File: src/rtl/wb_arb_pkg.sv
// Shared types and helpers for the register-file writeback arbiter.
// Build option: WB_ARB_FIXED_PRIO_EN selects fixed lowest-index priority.
package wb_arb_pkg;
    localparam int DATA_W_DEF = 32;
    localparam int ADDR_W_DEF = 5;
    localparam logic [4:0] REG_ZERO = 5'd0;

    typedef struct packed {
        logic [ADDR_W_DEF-1:0] addr;
        logic [DATA_W_DEF-1:0] data;
    } wb_req_t;

    // Explicit modulo-n increment; NUM_REQ need not be a power of two.
    function automatic int wrap_inc(input int v, input int n);
        return (v >= n - 1) ? 0 : v + 1;
    endfunction
endpackage

File: src/rtl/regfile_wb_arbiter_if.sv
// Writeback request bus: NUM_REQ valid/ready lanes with flattened addr/data.
interface regfile_wb_arbiter_if #(
    parameter int NUM_REQ = 3,
    parameter int DATA_W  = 32,
    parameter int ADDR_W  = 5
);
    logic [NUM_REQ-1:0]        req_valid;
    logic [NUM_REQ-1:0]        req_ready;
    logic [NUM_REQ*ADDR_W-1:0] req_addr;
    logic [NUM_REQ*DATA_W-1:0] req_data;

    modport master (output req_valid, req_addr, req_data, input req_ready);
    modport slave  (input req_valid, req_addr, req_data, output req_ready);
endinterface

File: src/rtl/wb_rr_picker.sv
// Circular first-one picker: scans valid starting at start, wrapping at N.
import wb_arb_pkg::*;

module wb_rr_picker #(
    parameter int N  = 3,
    parameter int PW = (N > 1) ? $clog2(N) : 1
) (
    input  logic [N-1:0]  valid,
    input  logic [PW-1:0] start,
    output logic [N-1:0]  grant,
    output logic [PW-1:0] idx,
    output logic          any
);
    int pos;

    always_comb begin
        grant = '0;
        idx   = '0;
        any   = 1'b0;
        pos   = int'(start);
        for (int k = 0; k < N; k++) begin
            if (!any && valid[pos]) begin
                any        = 1'b1;
                idx        = PW'(pos);
                grant[pos] = 1'b1;
            end
            pos = wrap_inc(pos, N);
        end
    end
endmodule

File: src/rtl/regfile_wb_arbiter.sv
// Shares the register-file write port among NUM_REQ requesters (round-robin,
// or fixed priority when WB_ARB_FIXED_PRIO_EN is defined); one-cycle latency.
import wb_arb_pkg::*;

module regfile_wb_arbiter #(
    parameter int NUM_REQ = 3,
    parameter int DATA_W  = DATA_W_DEF,
    parameter int ADDR_W  = ADDR_W_DEF
) (
    input  logic                clk,
    input  logic                rst,
    input  logic                wb_hold,
    regfile_wb_arbiter_if.slave bus,
    output logic                RegWrite,
    output logic [ADDR_W-1:0]   WriteRegister,
    output logic [DATA_W-1:0]   WriteData,
    output logic                wb_busy
);
    localparam int PW = (NUM_REQ > 1) ? $clog2(NUM_REQ) : 1;

    logic [NUM_REQ-1:0] valid_eff;
    logic [NUM_REQ-1:0] grant;
    logic [PW-1:0]      start;
    logic [PW-1:0]      gidx;
    logic               xfer;
    logic [ADDR_W-1:0]  sel_addr;
    logic [DATA_W-1:0]  sel_data;

    // Hold and reset both mask requests so ready stays zero while either is high.
    assign valid_eff = (rst || wb_hold) ? '0 : bus.req_valid;

    wb_rr_picker #(.N(NUM_REQ), .PW(PW)) u_pick (
        .valid (valid_eff),
        .start (start),
        .grant (grant),
        .idx   (gidx),
        .any   (xfer)
    );

    assign bus.req_ready = grant;
    assign sel_addr      = bus.req_addr[gidx*ADDR_W +: ADDR_W];
    assign sel_data      = bus.req_data[gidx*DATA_W +: DATA_W];

`ifdef WB_ARB_FIXED_PRIO_EN
    assign start = '0;
`else
    logic [PW-1:0] rr_ptr;

    always_ff @(posedge clk or posedge rst) begin
        if (rst)
            rr_ptr <= '0;
        else if (xfer)
            rr_ptr <= PW'(wrap_inc(int'(gidx), NUM_REQ));
    end

    assign start = rr_ptr;
`endif

    // x0 writes are accepted and latched but never enabled at the register file.
    always_ff @(posedge clk or posedge rst) begin
        if (rst) begin
            RegWrite      <= 1'b0;
            WriteRegister <= '0;
            WriteData     <= '0;
        end else if (xfer) begin
            RegWrite      <= (sel_addr != '0);
            WriteRegister <= sel_addr;
            WriteData     <= sel_data;
        end else begin
            RegWrite      <= 1'b0;
        end
    end

    assign wb_busy = RegWrite;
endmodule
File: src/flat_wrapper.sv
// flat-port wrapper written by rule: the top's interface ports become plain ports
module regfile_wb_arbiter_flat 
#(
    parameter int NUM_REQ = 3,
    parameter int DATA_W  = DATA_W_DEF,
    parameter int ADDR_W  = ADDR_W_DEF
)
  (clk, rst, wb_hold, RegWrite, WriteRegister, WriteData, wb_busy, bus_req_valid, bus_req_addr, bus_req_data, bus_req_ready);
  regfile_wb_arbiter_if #(.NUM_REQ(NUM_REQ), .DATA_W(DATA_W), .ADDR_W(ADDR_W)) bus_i ();
  input  logic clk;
  input  logic rst;
  input  logic wb_hold;
  output logic RegWrite;
  output logic [ADDR_W-1:0] WriteRegister;
  output logic [DATA_W-1:0] WriteData;
  output logic wb_busy;
  input wire logic [$bits(bus_i.req_valid)-1:0] bus_req_valid;
  input wire logic [$bits(bus_i.req_addr)-1:0] bus_req_addr;
  input wire logic [$bits(bus_i.req_data)-1:0] bus_req_data;
  output wire logic [$bits(bus_i.req_ready)-1:0] bus_req_ready;
  assign bus_i.req_valid = bus_req_valid;
  assign bus_i.req_addr = bus_req_addr;
  assign bus_i.req_data = bus_req_data;
  assign bus_req_ready = bus_i.req_ready;
  regfile_wb_arbiter #(.NUM_REQ(NUM_REQ), .DATA_W(DATA_W), .ADDR_W(ADDR_W)) u_core (.clk(clk), .rst(rst), .wb_hold(wb_hold), .bus(bus_i), .RegWrite(RegWrite), .WriteRegister(WriteRegister), .WriteData(WriteData), .wb_busy(wb_busy));
endmodule
File: config.mk
export PLATFORM = sky130hd
export DESIGN_NAME = regfile_wb_arbiter_flat
export DESIGN_NICKNAME = d
export VERILOG_FILES = /design/src/rtl/wb_arb_pkg.sv /design/src/rtl/regfile_wb_arbiter_if.sv /design/src/rtl/wb_rr_picker.sv /design/src/rtl/regfile_wb_arbiter.sv /design/src/flat_wrapper.sv
export SDC_FILE = /design/constraint.sdc
export NUM_CORES = 1
export LEC_CHECK = 0
export BUFFER_PORTS_ARGS = -buffer_cell sky130_fd_sc_hd__buf_2
export CAP_MARGIN = 10
export CORE_MARGIN = 2
export CORE_UTILIZATION = 40
export CTS_CLUSTER_SIZE = 12
export DETAILED_ROUTE_END_ITERATION = 6
export GPL_ROUTABILITY_DRIVEN = 0
export HOLD_SLACK_MARGIN = 0.08
export PLACE_DENSITY_LB_ADDON = 0.08
export SLEW_MARGIN = 20
export SYNTH_ARGS = -nofsm -noshare
export SYNTH_HDL_FRONTEND = slang
export SYNTH_SLANG_ARGS = --single-unit
export TNS_END_PERCENT = 5
File: constraint.sdc
create_clock -name clk -period 3.45 [get_ports clk]
set_clock_uncertainty 0.2 [all_clocks]
set_input_delay 0.69 -clock clk [delete_from_list [all_inputs] [get_ports clk]]
set_output_delay 0.69 -clock clk [all_outputs]
set_load 0.005 [all_outputs]
==> summary.md <==
| Metric | Value |
|---|---|
| NetSw | 382 µW |
| 1st-iter DRT viols | 120 |
| Status | finished clean |
| Critical Path Fanout Max | 20 |
| Most frequent CP cell | buf_2 |
| Fin crit period | roughly 2.9 ns |
| First-pass GRT wire length | roughly 10 mm |
| CTS Root Buffer Type | clkbuf_8 |
| Synth Cell Area | 2230 µm² |
| Slew Limit Fails | 0 |
| Crit path launch type | primary input |
| Core area | 5440 µm² |
| Int Pwr | 891 µW |
| CTS tree | done |
| Clock power share | 0.232 |
| Worst-margin pin slew | around 0.62 ns |
| IO Pins | ~160 |
| Slowest-stage cell, CP | or2_1 |
| Max incr delay on CP | 0.36 ns |
| Pwr dens | 408 nW/µm² |
| Design area | 3120 µm² |
| Clk Latency, worst-skew pair | around 0.29 ns |
| # rows | 27 |
| Num CTS Buffers | 5 |
| Post-place instance area | 3040 µm² |
| DRC | 0 |
| Tcrit/Tclk final | 0.830 |
| Hold/Removal Path Class | in -> async |
| H-tree levels | 2 |
| Routed Antenna Nets | 0 |
| Initial antenna violation count | 0 |
| Setup violators final | 0 |
| GR Util All Layers | 0.209 |
| Via count | 2249 |
| Die area | a little over 6000 µm² |
| Die height | 78.7 µm |
| Final Hold Fails | 0 |
| N_diodes | 0 |
| Wirelength per Cell | 14.5 µm |
| Max cap viols | 0 |
| Setup TNS | 0 ns |
| RSZ-0062 raised after global routing | false |
| Initial core utilization | 0.410 |
| Maximum VDD drop | 0.221 mV |
| Synth warn | 0 |
| DP Worst Slack | 0.600 ns |
| Syn nets | about 330 |
| DRT Pass-1 Iters | 4 |
| Post-synthesis cell count | about 210 |
| Grt ovf | 0 |
| Post_cts resized | 0 |
| Count of input and output buffers | 158 |
| Crit. End Element | output pin |
| Synth unique cells | 30 |
| Area grow syn2layout | 40.0% |
| CTS sink count | 40 |
| Setup CP Type | in -> out |
| Fin cells | 439 |
| Vias in the first global route | 2165 |
| Final wirelength | 6.39 mm |
| Die span in x | a little under 80 µm |
| Post-CTS setup buffers | 0 |
| Avg Vias per Cell | roughly 5 |
| Hold-fix buffers, CTS | 0 |
| Seq cells post-synth | 40 |
| # fillers | between 500 and 600 |
| Comb pwr share | 0.292 |
| Net Sw Frac | 0.300 |
| Leakage | roughly 0.0015 µW |
| FMAX | 349 MHz |
| Worst path required time | 2.56 ns |
| Worst Path Arrival | 1.97 ns |
| Nets@finish | 484 |
| Reg clk slew, reported paths | 0.07 ns |
| HPWL after detailed placement | 4.97 mm |
| Max Buffers Root-to-Sink | 2 |
| CP Cell Sequence | buf_2, nor2b_1, o21a_1, or2_1, clkinv_4, buf_2 |
| PnR worst setup slack | 0.587 ns |
| Post-placement cell count | 432 |
| Largest net degree at the start of global routing | 33 |
| Fraction of power consumed by sequential logic | 0.476 |
| Seq/Total Area, Yosys | 0.449 |
| Max-slew headroom | 0.586 |
| Share of cells above drive strength 1 | 0.496 |
| Avg Cell Area, Syn | approximately 11 µm² |
cell usage after synthesis:
library cell / count / area [µm²]
o21ai_1: 22 / 110
a21oi_2: 2 / 17.5
buf_6: 4 / 45.0
or2_1: 1 / 6.26
inv_1: 2 / 7.51
mux2i_1: 32 / 320
and2_0: 1 / 6.26
nor3_1: 8 / 40.0
clkinv_4: 1 / 8.76
a21o_1: 5 / 37.5
nand3_2: 1 / 10.0
a211oi_1: 1 / 7.51
nand2_2: 1 / 6.26
a21boi_2: 1 / 11.3
nand2_1: 3 / 11.3
a311oi_1: 2 / 17.5
nand2b_2: 2 / 17.5
buf_4: 4 / 30.0
dfrtp_1: 40 / 1000
o21ai_0: 17 / 85.1
a22oi_1: 32 / 240
nor2_1: 4 / 15.0
a22o_1: 3 / 26.3
nor2b_1: 1 / 6.26
o21a_1: 1 / 7.51
nor2_4: 2 / 22.5
nand3_1: 9 / 45.0
o31ai_4: 1 / 21.3
buf_2: 8 / 40.0
a211o_1: 1 / 8.76
path summary, 6_finish.rpt:
kind | from | to | depth (start not counted) | slack, ns
worst max-delay path | bus_req_valid[2] | bus_req_ready[1] | 6 | 0.59
worst min-delay path | rst | u_core.WriteRegister[1] | 2 | 0.22
worst max register to register | u_core.rr_ptr[0] | u_core.RegWrite | 7 | 1.02
worst min register to register | u_core.WriteRegister[3] | u_core.WriteRegister[3] | 1 | 0.27
max in group asynchronous | rst | u_core.WriteData[18] | 3 | 2.16
min in group clk | u_core.WriteRegister[3] | u_core.WriteRegister[3] | 1 | 0.27
worst max-delay path, delay by kind of cell:
| family | cells | cell delay (ns) |
|---|---|---|
| AO/OA/AOI/OAI | 1 | 0.24 |
| AND/OR/NAND/NOR | 2 | 0.52 |
| buffers and inverters | 3 | 0.52 |
state kept, by name, summed over array words and instances, names as in the netlist:
signal and cells:
u_core.WriteData 32, u_core.RegWrite 1, u_core.WriteRegister 5, u_core.rr_ptr 2
area by class of cell:
| cell class | count | area [µm²] | share of cell area |
|---|---|---|---|
| well taps | 72 | 90.1 | 0.0289 |
| flip-flops and latches | 40 | 1000 | 0.321 |
| repair buffers | 164 | 836 | 0.268 |
| clock inverters | 2 | 12.5 | 0.00401 |
| multi-input cells | 153 | 1100 | 0.352 |
| clock buffers | 5 | 68.8 | 0.0220 |
| inverters | 3 | 16.3 | 0.00521 |
layout by cell type, fill, tap and decap left out, drive strengths merged, types with 4 or more instances in the layout:
master / netlist / final
clkbuf: 0 / 5
buf: 16 / 164
nor3: 8 / 8
mux2i: 32 / 32
a21o: 5 / 5
dfrtp: 40 / 40
nand3: 10 / 10
nand2: 4 / 4
a22oi: 32 / 32
nor2: 6 / 6
o21ai: 39 / 39
through the flow:
stage                     total power [µW]   util  hold WS [ns]
after floorplan                        803      -         0.274
after global placement                 990  0.559         0.256
after detailed placement               995  0.559         0.264
after CTS                             1290  0.574         0.226
after global routing                  1370  0.574         0.247
final                                 1270  0.574         0.215
routing by layer:
| metal | GRT usage | vias to the layer above | routed length [µm] |
|---|---|---|---|
| met5 | 0 | - | 0 |
| met4 | 0.0789 | 0 | 123 |
| met3 | 0.0483 | 10 | 515 |
| met2 | 0.360 | 110 | 3210 |
| met1 | 0.252 | 1017 | 2540 |
| li1 | - | 1112 | - |
power by group through the flow:
stage	Sequential, µW	Clock, µW	Combinational (µW)
final	606	295	372
after floorplan	620	0	183
after detailed placement	615	0	380
after global routing	619	330	417
after global placement	615	0	375
after CTS	607	308	380
kinds of logic after synthesis:
family / count (synthesis) / share of synthesized area
AO/OA/AOI/OAI: 88 / 0.265
flip-flops: 40 / 0.449
AND/OR/NAND/NOR: 33 / 0.0836
multiplexers: 32 / 0.144
buffers and inverters: 19 / 0.0589
No activity file was read; power rests on OpenSTA's default activity.
